<file path="config.mk">
export PLATFORM = sky130hd
export DESIGN_NAME = snake_step_sequencer_flat
export DESIGN_NICKNAME = d
export VERILOG_FILES = /design/src/rtl/snake_pkg.sv /design/src/rtl/snake_step_sequencer_if.sv /design/src/rtl/step_tick_gen.sv /design/src/rtl/snake_step_sequencer.sv /design/src/flat_wrapper.sv
export SDC_FILE = /design/constraint.sdc
export NUM_CORES = 1
export LEC_CHECK = 0
export CAP_MARGIN = 15
export CORE_ASPECT_RATIO = 0.75
export CORE_MARGIN = 10
export CORE_UTILIZATION = 25
export CTS_CLUSTER_DIAMETER = 50
export DETAILED_ROUTE_END_ITERATION = 12
export GPL_TIMING_DRIVEN = 0
export PLACE_DENSITY = 0.5
export RECOVER_POWER = 100
export SLEW_MARGIN = 20
export SYNTH_ARGS = -nofsm -noshare
export SYNTH_HDL_FRONTEND = slang
export SYNTH_HIERARCHICAL = 1
export SYNTH_SLANG_ARGS = --single-unit
</file>
<file path="constraint.sdc">
create_clock -name clk -period 4.3 [get_ports clk]
set_clock_uncertainty 0.1 [all_clocks]
set_input_delay 0.86 -clock clk [delete_from_list [all_inputs] [get_ports clk]]
set_output_delay 0.86 -clock clk [all_outputs]
set_load 0.005 [all_outputs]
</file>
<file path="src/rtl/snake_pkg.sv">
// Shared encodings for the snake step sequencer: game states, directions, step phases.
// Optional feature macro used by the sequencer: PAUSE_EN.
package snake_pkg;

    localparam logic [2:0] GS_INIT       = 3'd0;
    localparam logic [2:0] GS_BASIC      = 3'd1;
    localparam logic [2:0] GS_INVINCIBLE = 3'd2;
    localparam logic [2:0] GS_DEAD       = 3'd3;
    localparam logic [2:0] GS_WIN        = 3'd4;

    localparam logic [1:0] DIR_UP    = 2'd0;
    localparam logic [1:0] DIR_RIGHT = 2'd1;
    localparam logic [1:0] DIR_DOWN  = 2'd2;
    localparam logic [1:0] DIR_LEFT  = 2'd3;

    typedef enum logic [2:0] {
        PH_IDLE,
        PH_WAIT,
        PH_MOVE,
        PH_CHECK,
        PH_SPAWN
    } phase_t;

    // Up/down and left/right differ only in bit 1.
    function automatic logic [1:0] opposite_dir(input logic [1:0] d);
        return d ^ 2'd2;
    endfunction

    function automatic logic is_play(input logic [2:0] gs);
        return (gs == GS_BASIC) || (gs == GS_INVINCIBLE);
    endfunction

endpackage

</file>
<file path="src/rtl/snake_step_sequencer_if.sv">
// Step handshakes between the sequencer (master) and the snake datapath (slave).
interface snake_step_sequencer_if;

    logic       move_req;
    logic       move_ack;
    logic [1:0] dir_out;
    logic       chk_req;
    logic       chk_ack;
    logic       ate_fruit;
    logic       ate_i_fruit;
    logic       spawn_req;
    logic       spawn_ack;

    modport master (
        output move_req, dir_out, chk_req, spawn_req,
        input  move_ack, chk_ack, ate_fruit, ate_i_fruit, spawn_ack
    );

    modport slave (
        input  move_req, dir_out, chk_req, spawn_req,
        output move_ack, chk_ack, ate_fruit, ate_i_fruit, spawn_ack
    );

endinterface

</file>
<file path="src/rtl/step_tick_gen.sv">
// Movement tick generator: counts enabled clk cycles and pulses o_tick every TICK_DIV of them.
module step_tick_gen #(
    parameter int TICK_DIV = 25_000_000
) (
    input  logic clk,
    input  logic reset,
    input  logic i_en,
    output logic o_tick
);

    localparam int CNT_W = $clog2(TICK_DIV);
    localparam logic [CNT_W-1:0] LAST = CNT_W'(TICK_DIV - 1);

    logic [CNT_W-1:0] r_cnt;
    logic             w_wrap;

    assign w_wrap = (r_cnt == LAST);
    assign o_tick = i_en && w_wrap;

    // Counter holds its value while disabled so a paused tick period resumes where it left off.
    always_ff @(posedge clk) begin
        if (reset) begin
            r_cnt <= '0;
        end else if (i_en) begin
            r_cnt <= w_wrap ? '0 : r_cnt + 1'b1;
        end
    end

endmodule

</file>
<file path="src/rtl/snake_step_sequencer.sv">
// One game step per movement tick: move -> check -> optional spawn, plus length and invincibility tracking.
// Define PAUSE_EN to add the i_pause input that freezes ticks and step starts.
module snake_step_sequencer
    import snake_pkg::*;
#(
    parameter int TICK_DIV  = 25_000_000,
    parameter int INV_STEPS = 7,
    parameter int INIT_LEN  = 3,
    parameter int WIN_LEN   = 16,
    parameter int LEN_W     = 5
) (
    input  logic                 clk,
    input  logic                 reset,
`ifdef PAUSE_EN
    input  logic                 i_pause,
`endif
    input  logic [2:0]           i_game_state,
    input  logic [1:0]           i_dir_in,
    input  logic                 i_dir_valid,
    snake_step_sequencer_if.master bus,
    output logic                 o_touch_i_fruit,
    output logic [2:0]           o_count_down,
    output logic                 o_long_enough,
    output logic [LEN_W-1:0]     o_snake_len,
    output logic                 o_step_overrun
);

    localparam logic [LEN_W-1:0] LEN_MAX  = '1;
    localparam logic [LEN_W-1:0] LEN_INIT = LEN_W'(INIT_LEN);
    localparam logic [LEN_W-1:0] LEN_WIN  = LEN_W'(WIN_LEN);
    localparam logic [2:0]       CD_INIT  = 3'(INV_STEPS);

    phase_t           r_phase;
    phase_t           w_phase_nxt;
    logic             r_pending;
    logic             r_overrun;
    logic             r_touch;
    logic             r_long;
    logic [1:0]       r_dir_latch;
    logic [1:0]       r_dir_out;
    logic [2:0]       r_count_down;
    logic [LEN_W-1:0] r_snake_len;
    logic [LEN_W-1:0] w_len_nxt;
    logic             w_play;
    logic             w_hold;
    logic             w_tick;
    logic             w_consume;
    logic             w_chk_done;
    logic             w_ate_any;

    assign w_play = is_play(i_game_state);
`ifdef PAUSE_EN
    assign w_hold = i_pause;
`else
    assign w_hold = 1'b0;
`endif

    step_tick_gen #(
        .TICK_DIV (TICK_DIV)
    ) u_tick (
        .clk    (clk),
        .reset  (reset),
        .i_en   (w_play && !w_hold),
        .o_tick (w_tick)
    );

    assign w_ate_any  = bus.ate_fruit | bus.ate_i_fruit;
    assign w_chk_done = (r_phase == PH_CHECK) && bus.chk_ack;

    // A handshake in flight always finishes; leaving play only redirects the following phase to IDLE.
    always_comb begin
        w_phase_nxt   = r_phase;
        w_consume     = 1'b0;
        bus.move_req  = 1'b0;
        bus.chk_req   = 1'b0;
        bus.spawn_req = 1'b0;
        case (r_phase)
            PH_IDLE: begin
                if (w_play) w_phase_nxt = PH_WAIT;
            end
            PH_WAIT: begin
                if (!w_play) begin
                    w_phase_nxt = PH_IDLE;
                end else if (r_pending && !w_hold) begin
                    w_phase_nxt = PH_MOVE;
                    w_consume   = 1'b1;
                end
            end
            PH_MOVE: begin
                bus.move_req = 1'b1;
                if (bus.move_ack) w_phase_nxt = w_play ? PH_CHECK : PH_IDLE;
            end
            PH_CHECK: begin
                bus.chk_req = 1'b1;
                if (bus.chk_ack) begin
                    if (!w_play)        w_phase_nxt = PH_IDLE;
                    else if (w_ate_any) w_phase_nxt = PH_SPAWN;
                    else                w_phase_nxt = PH_WAIT;
                end
            end
            PH_SPAWN: begin
                bus.spawn_req = 1'b1;
                if (bus.spawn_ack) w_phase_nxt = w_play ? PH_WAIT : PH_IDLE;
            end
            default: w_phase_nxt = PH_IDLE;
        endcase
    end

    always_ff @(posedge clk) begin
        if (reset) begin
            r_phase     <= PH_IDLE;
            r_pending   <= 1'b0;
            r_overrun   <= 1'b0;
            r_dir_latch <= DIR_RIGHT;
            r_dir_out   <= DIR_RIGHT;
        end else begin
            r_phase <= w_phase_nxt;
            if (w_tick) begin
                r_pending <= 1'b1;
                if (r_pending && !w_consume) r_overrun <= 1'b1;
            end else if (w_consume) begin
                r_pending <= 1'b0;
            end
            if (w_consume) r_dir_out <= r_dir_latch;
            if (i_dir_valid && (i_dir_in != opposite_dir(r_dir_out))) r_dir_latch <= i_dir_in;
        end
    end

    assign w_len_nxt = (w_chk_done && bus.ate_fruit && (r_snake_len != LEN_MAX))
                     ? r_snake_len + 1'b1 : r_snake_len;

    always_ff @(posedge clk) begin
        if (reset) begin
            r_snake_len  <= LEN_INIT;
            r_long       <= 1'b0;
            r_touch      <= 1'b0;
            r_count_down <= 3'd0;
        end else begin
            r_snake_len <= w_len_nxt;
            r_long      <= (w_len_nxt >= LEN_WIN);
            r_touch     <= w_chk_done && bus.ate_i_fruit;
            if (!w_play) begin
                r_count_down <= 3'd0;
            end else if (w_chk_done && bus.ate_i_fruit) begin
                r_count_down <= CD_INIT;
            end else if (w_chk_done && (i_game_state == GS_INVINCIBLE) && (r_count_down != 3'd0)) begin
                r_count_down <= r_count_down - 1'b1;
            end
        end
    end

    assign bus.dir_out     = r_dir_out;
    assign o_touch_i_fruit = r_touch;
    assign o_count_down    = r_count_down;
    assign o_long_enough   = r_long;
    assign o_snake_len     = r_snake_len;
    assign o_step_overrun  = r_overrun;

endmodule

</file>
<file path="src/flat_wrapper.sv">
// flat-port wrapper written by rule: the top's interface ports become plain ports
module snake_step_sequencer_flat import snake_pkg::*;
#(
    parameter int TICK_DIV  = 25_000_000,
    parameter int INV_STEPS = 7,
    parameter int INIT_LEN  = 3,
    parameter int WIN_LEN   = 16,
    parameter int LEN_W     = 5
)
  (clk, reset, i_game_state, i_dir_in, i_dir_valid, o_touch_i_fruit, o_count_down, o_long_enough, o_snake_len, o_step_overrun, bus_move_req, bus_dir_out, bus_chk_req, bus_spawn_req, bus_move_ack, bus_chk_ack, bus_ate_fruit, bus_ate_i_fruit, bus_spawn_ack);
  snake_step_sequencer_if bus_i ();
  input  logic clk;
  input  logic reset;
  input  logic [2:0] i_game_state;
  input  logic [1:0] i_dir_in;
  input  logic i_dir_valid;
  output logic o_touch_i_fruit;
  output logic [2:0] o_count_down;
  output logic o_long_enough;
  output logic [LEN_W-1:0] o_snake_len;
  output logic o_step_overrun;
  output wire logic [$bits(bus_i.move_req)-1:0] bus_move_req;
  output wire logic [$bits(bus_i.dir_out)-1:0] bus_dir_out;
  output wire logic [$bits(bus_i.chk_req)-1:0] bus_chk_req;
  output wire logic [$bits(bus_i.spawn_req)-1:0] bus_spawn_req;
  input wire logic [$bits(bus_i.move_ack)-1:0] bus_move_ack;
  input wire logic [$bits(bus_i.chk_ack)-1:0] bus_chk_ack;
  input wire logic [$bits(bus_i.ate_fruit)-1:0] bus_ate_fruit;
  input wire logic [$bits(bus_i.ate_i_fruit)-1:0] bus_ate_i_fruit;
  input wire logic [$bits(bus_i.spawn_ack)-1:0] bus_spawn_ack;
  assign bus_move_req = bus_i.move_req;
  assign bus_dir_out = bus_i.dir_out;
  assign bus_chk_req = bus_i.chk_req;
  assign bus_spawn_req = bus_i.spawn_req;
  assign bus_i.move_ack = bus_move_ack;
  assign bus_i.chk_ack = bus_chk_ack;
  assign bus_i.ate_fruit = bus_ate_fruit;
  assign bus_i.ate_i_fruit = bus_ate_i_fruit;
  assign bus_i.spawn_ack = bus_spawn_ack;
  snake_step_sequencer #(.TICK_DIV(TICK_DIV), .INV_STEPS(INV_STEPS), .INIT_LEN(INIT_LEN), .WIN_LEN(WIN_LEN), .LEN_W(LEN_W)) u_core (.clk(clk), .reset(reset), .i_game_state(i_game_state), .i_dir_in(i_dir_in), .i_dir_valid(i_dir_valid), .bus(bus_i), .o_touch_i_fruit(o_touch_i_fruit), .o_count_down(o_count_down), .o_long_enough(o_long_enough), .o_snake_len(o_snake_len), .o_step_overrun(o_step_overrun));
endmodule
</file>
==> flow_summary.yaml, run 1 <==
cts:
  clk_path_buf_depth: 2
  clk_pin_slew_ps: 60
  cts_root_buf: "clkbuf_16"
  cts_sinks: 43
  cts.htree.levels: 2
  cts_resized: 0
  cts_tree: "built"
  clk_latency_ps: 290
  ctsHoldBuffers: 0
  cts_setup_buffers: 0
  cts_buffers: 5
routing:
  routed_wirelength_um: 5310
  detail-route-antenna-nets: 0
  drt-pass1-iter-count: 4
  viasPerCell: 4.78
  vias: 1863
  top_layer: "met4"
  met2_length_um: 2320
  drc: 0
  route.met3.wl_um: 116
  wl_per_cell_um: 13.6
  drt_iter0_drc: 82
  wl_met1_um: 2850
global_route:
  grt_pass1_vias: 1793
  grt_usage_pct: 8.44
  antenna_found_initial: 0
  grt_overflow: 0
  grt_pass1_wl_um: 9010
  grt_max_degree: 13
floorplanning:
  initial_core_util_pct: 25.7
  dieWidth_um: 128
  rows: 29
  num_io_pins: 29
  dieArea_mm2: 0.0129
  die_height_um: 101
  core_area_mm2: 0.00849
critical_path:
  worstPathArrival_ps: 3920
  startpoint_type: "input pin"
  required_ps: 4360
  max_stage_delay_ps: 630
  setup.worst_path.end_class: "register"
  worst_path_dominant_cell_family: "buffers and inverters"
  critPathKind: "in -> reg"
  cp_num_buf_inv: 4
  cp_slowest_cell: "or4_1"
  crit_chain: "dlygate4sd3_1 > xnor2_1 > or2_2 > inv_1 > buf_2 > nand3_1 > or4_1 > o21bai_2 > clkbuf_2 > nor2_1"
  path_max_fanout: 10
pwr:
  combPwrFrac_pct: 5.4
  p_seq_share_pct: 46.4
  peakVddDrop_uv: 140
  p_sw_uw: 178
  p_per_area_mw_per_mm2: 321
  internal_power_uw: 694
  netSwitchingFraction_pct: 20.4
  clock_power_share_pct: 48.2
  leakagePower_nw: 0.924
logic_synthesis:
  yosysSeqAreaShare_pct: 39.5
  syn_avg_cell_area_um2: 8.82
  yosysWarnings: 6
  synth_nets: 265
  synth_top_area_cell: "dfxtp_1"
  synth_top_area_share_pct: 39.5
  async_reset_ff_share_pct: 0
  synth-main-ff-cell: "dfxtp_1"
  syn_area_mm2: 0.00218
  ys_types: 45
  synth_edf_count: 0
  synth_seq_cells: 43
  synth_area_leaders: "dfxtp_1, nor2_1, xnor2_1, or3_1, mux2i_1"
  netlist_instances: 247
timing:
  worst_pin_slew_ps: 663
  relSlewSlack_pct: 55.4
  finalHoldViolCount: 0
  max_freq_mhz: 259
  period_needed_ps: 3860
  setup_viol: 0
  fin_crit_sh_pct: 89.7
  slew_violations: 0
  rsz0062_at_grt: "no"
  tns_ps: 0
min_path:
  hp-class: "reg -> reg"
finish:
  postLayoutCoreUtil_pct: 31.9
  drive_gt1_share_pct: 6.03
  multiInputGateArea_mm2: 0.00118
  antenna_cells: 0
  area_delta_synth_final_pct: 24.5
  finalNetCount: 300
  fin_area_mm2: 0.00271
  seq_area_um2: 861
  fillers: 912
status:
  status: "complete, no violations"
placed_design:
  gp_routability_congestion: 0.805
  io_buffers: 28
  place_area_mm2: 0.00259
  hpwl_um: 4080
flow_run:
  cap_viol_max_count: 0
-- sequential cells by signal, summed over array words and instances, names as in the netlist, named ones only --
signal                  cells
u_core/r_phase              3
u_core/o_count_down         3
u_core/bus.dir_out          2
u_core/r_pending            1
u_core/o_step_overrun       1
u_core/r_dir_latch          2
u_core/o_touch_i_fruit      1
u_core/u_tick/r_cnt        25
u_core/o_snake_len          1
-- synth_stat cells (2+ instances only) --
cell and number:
clkbuf_1 4, xor2_1 8, nand3b_1 3, a31oi_1 4, ha_1 5, buf_2 2, inv_1 10, nor2_1 29
dfxtp_1 43, or4_1 5, nor3_1 3, or3_1 12, a21oi_1 11, nand3_1 9, nor4b_1 4, and4_1 2
nand2_1 16, buf_4 3, nand4_1 8, o31ai_1 5, a311oi_1 2, a21oi_2 3, xnor2_1 11, o21ai_0 11
mux2i_1 7, and3_1 7, nor4_1 2
-- cells by family (layout without fill, tap and decap cells) --
kind of cell    after synthesis  after routing  share of synthesized area, %
compound gates               42             42                          12.8
xor+xnor                     19             19                          7.63
fa+ha+maj                     5              5                          2.87
buf+inv                      20             55                          4.42
flops                        43             43                          39.5
mux                           7              7                          3.21
simple gates                111            111                          29.6
-- power groups by stage --
stage,Combinational [mW],Clock (mW),Sequential [mW]
2_1_floorplan,0.0274,0,0.413
3_3_place_gp,0.0489,0,0.414
3_5_place_dp,0.0489,0,0.414
4_1_cts,0.0492,0.432,0.405
5_1_grt,0.0527,0.449,0.405
6_report,0.0468,0.420,0.405
-- final cells by class --
cell class,count,share of cell area (%)
buffer,10,2.03
clock buffer,6,4.75
clock inverter,1,1.11
inverter,10,1.38
multi-input combinational,184,43.7
sequential,43,31.7
tap,108,4.98
timing repair buffer,28,10.3
-- per-layer routing --
layer	vias up	GRT usage (%)
li1	960	-
met3	2	2.26
met1	883	11.8
met5	-	0
met4	0	2.59
met2	18	12.3
-- worst min-delay path: stages, from the launching register on --
cell	delay, ps
dfxtp_1	310
nand2_1	50
o31ai_1	50
-- stage by stage --
stage               instances  power, mW  hold WS, ps  setup slack (ps)
detailed placement        383      0.463          351               305
global placement          383      0.463          353               301
finish                    390      0.872          365               442
floorplan                 247      0.441          345              1260
CTS                       390      0.886          362               602
global route              390      0.907          392               246
-- path summary, 6_finish.rpt --
kind	start	end	slack [ps]	depth (start not counted)
worst max-delay path	i_game_state[1]	u_core/u_tick/r_cnt[6]$_SDFFE_PP0P_	440	10
worst min-delay path	u_core/o_step_overrun$_SDFFE_PP0P_	u_core/o_step_overrun$_SDFFE_PP0P_	360	2
worst max register to register	u_core/u_tick/r_cnt[0]$_SDFFE_PP0P_	u_core/u_tick/r_cnt[6]$_SDFFE_PP0P_	1940	6
worst min register to register	u_core/o_step_overrun$_SDFFE_PP0P_	u_core/o_step_overrun$_SDFFE_PP0P_	360	2
-- cells in the final DEF, fill, tap and decap left out, types with 2 or more instances in the layout --
cell type        Yosys  layout
a21oi_1             11      13
a311oi_1             2       2
a31oi_1              4       4
and3_1               7       7
and4_1               2       2
buf_4                3       2
clkbuf_1             4       6
clkbuf_16            0       5
clkdlybuf4s50_1      0       9
dfxtp_1             43      43
dlygate4sd3_1        0      19
ha_1                 5       5
inv_1               10      10
mux2i_1              7       7
nand2_1             16      16
nand3_1              9       9
nand3b_1             3       3
nand4_1              8       8
nor2_1              29      29
nor3_1               3       3
nor4_1               2       3
nor4b_1              4       4
o21ai_0             11      11
o31ai_1              5       5
or3_1               12      12
or4_1                5       6
xnor2_1             11      11
xor2_1               8       8
Note: power is estimated with default switching activity, not from simulation.
==> inputs of run 2 (changes only) <==
- ABC_CLOCK_PERIOD_IN_PS: default -> 4300
- CELL_PAD_IN_SITES_DETAIL_PLACEMENT: default -> 2
- CELL_PAD_IN_SITES_GLOBAL_PLACEMENT: default -> 2
- CTS_BUF_LIST: default -> sky130_fd_sc_hd__clkbuf_4 sky130_fd_sc_hd__clkbuf_8
- PLACE_DENSITY: 0.5 -> 0.69
==> run 2 against run 1 <==
Compared with the run above: die area unchanged; power is 9.0% lower; setup slack got worse by 8.1 ps; highest routed layer unchanged; largest cell class unchanged.
==> flow_summary.yaml, run 2 (same netlist as run 1, synthesis figures left out) <==
cts:
  cts.htree.levels: 2
  cts_setup_buffers: 0
  cts_buffers: 5
  ctsHoldBuffers: 0
  cts_resized: 0
  clk_latency_ps: 310
  clk_path_buf_depth: 2
  cts_tree: "built"
  cts_root_buf: "clkbuf_8"
  clk_pin_slew_ps: 90
  cts_sinks: 43
floorplanning:
  rows: 29
  dieWidth_um: 128
  die_height_um: 101
  initial_core_util_pct: 25.7
  core_area_mm2: 0.00849
  num_io_pins: 29
  dieArea_mm2: 0.0129
finish:
  layout_common_cells: "dfxtp_1, nor2_1, dlygate4sd3_1"
  antenna_cells: 0
  drive_gt1_share_pct: 6.71
  largest_reg_flops: 25
  seq_area_um2: 861
  area_delta_synth_final_pct: 22.2
  regMostFlops: "u_core/u_tick/r_cnt"
  finalNetCount: 300
  fin_area_mm2: 0.00266
  final_common_cell: "dfxtp_1"
  fillers: 973
  multiInputGateArea_mm2: 0.00117
  final_cells: 391
critical_path:
  critPathKind: "in -> reg"
  cp.depth: 10
  rr_endpoint: "u_core/o_count_down[1]$_SDFFE_PP0P_"
  crit_chain: "dlygate4sd3_1 > xnor2_1 > or2_2 > inv_1 > buf_2 > nand3_1 > or4_1 > o21bai_2 > buf_4 > nor2_1"
  cp-startpoint: "i_game_state[0]"
  path_max_fanout: 10
  startpoint_type: "input pin"
  cp_slowest_cell: "or4_1"
  crit-reg2reg-launch: "u_core/o_count_down[0]$_SDFFE_PP0P_"
  endpoint: "u_core/u_tick/r_cnt[2]$_SDFFE_PP0P_"
  worst_path_dominant_cell_family: "buffers and inverters"
  required_ps: 4400
  regToRegSetupSlack_ps: 1870
  worstPathArrival_ps: 3970
  max_stage_delay_ps: 640
  cp_num_buf_inv: 4
  reg2reg_depth: 7
  setup.worst_path.end_class: "register"
timing:
  whs_ps: 374
  layout_setup_ws_ps: 434
  period_needed_ps: 3870
  max_freq_mhz: 259
  tns_ps: 0
  relSlewSlack_pct: 46.0
  setup_viol: 0
  rsz0062_at_grt: "no"
  fin_crit_sh_pct: 89.9
  finalHoldViolCount: 0
  slew_violations: 0
  worst_pin_slew_ps: 802
global_route:
  grt_pass1_vias: 2163
  grt_max_degree: 14
  grt_overflow: 0
  grt_pass1_wl_um: 11200
  grt_usage_pct: 10.7
  antenna_found_initial: 0
placed_design:
  pre_cts_slack_ps: 229
  dp_cells: 383
  hpwl_um: 5020
  gp_routability_congestion: 0.760
  place_area_mm2: 0.00259
  io_buffers: 28
routing:
  detail-route-antenna-nets: 0
  drt-pass1-iter-count: 4
  routed_wirelength_um: 6560
  wl_per_cell_um: 16.8
  drc: 0
  viasPerCell: 4.88
  drt_iter0_drc: 40
  vias: 1910
min_path:
  min_path_cells: 2
  hp-class: "reg -> reg"
pwr:
  p_per_area_mw_per_mm2: 298
  peakVddDrop_uv: 113
  leakagePower_nw: 0.908
status:
  status: "complete, no violations"
flow_run:
  cap_viol_max_count: 0
run 2: where the power goes:
group	total, mW	switching (mW)	internal, mW
Combinational	0.0490	0.0274	0.0216
Sequential	0.405	0.00328	0.401
Clock	0.339	0.151	0.188
run 2: worst min-delay path, delay by kind of cell, from the launching register on:
| kind | cells | cell delay [ps] |
|---|---|---|
| flops | 1 | 320 |
| compound gates | 1 | 60 |
| simple gates | 1 | 50 |
run 2: layout make-up:
| class | count | area share [%] |
|---|---|---|
| repair buffers | 28 | 10.5 |
| well taps | 108 | 5.08 |
| clock inverters | 2 | 1.32 |
| inverters | 10 | 1.41 |
| plain buffers | 10 | 2.16 |
| flip-flops and latches | 43 | 32.3 |
| multi-input cells | 184 | 44.1 |
| clock buffers | 6 | 3.10 |
run 2: metal layers:
metal | up-vias | wire, um | part of all wire, % | track usage, %
met4 | 0 | 100 | 1.5 | 3.63
met3 | 10 | 208 | 3.2 | 3.15
met5 | - | 0 | 0 | 0
met1 | 927 | 3400 | 52 | 14.4
met2 | 14 | 2850 | 43 | 16.0
li1 | 959 | - | - | -
run 2: worst min path at each step:
stage | from | end | slack (ps)
floorplan | u_core/r_dir_latch[0]$_SDFFE_PP1P_ | u_core/r_dir_latch[0]$_SDFFE_PP1P_ | 350
global placement | u_core/o_step_overrun$_SDFFE_PP0P_ | u_core/o_step_overrun$_SDFFE_PP0P_ | 350
detailed placement | u_core/o_step_overrun$_SDFFE_PP0P_ | u_core/o_step_overrun$_SDFFE_PP0P_ | 370
CTS | u_core/o_step_overrun$_SDFFE_PP0P_ | u_core/o_step_overrun$_SDFFE_PP0P_ | 380
global route | u_core/o_step_overrun$_SDFFE_PP0P_ | u_core/o_step_overrun$_SDFFE_PP0P_ | 420
finish | u_core/o_step_overrun$_SDFFE_PP0P_ | u_core/o_step_overrun$_SDFFE_PP0P_ | 370
run 2: metrics by stage:
step,power (mW),utilization [%]
2_1_floorplan,0.441,-
3_3_place_gp,0.464,30.6
3_5_place_dp,0.465,30.6
4_1_cts,0.814,31.9
5_1_grt,0.832,31.4
6_report,0.793,31.4
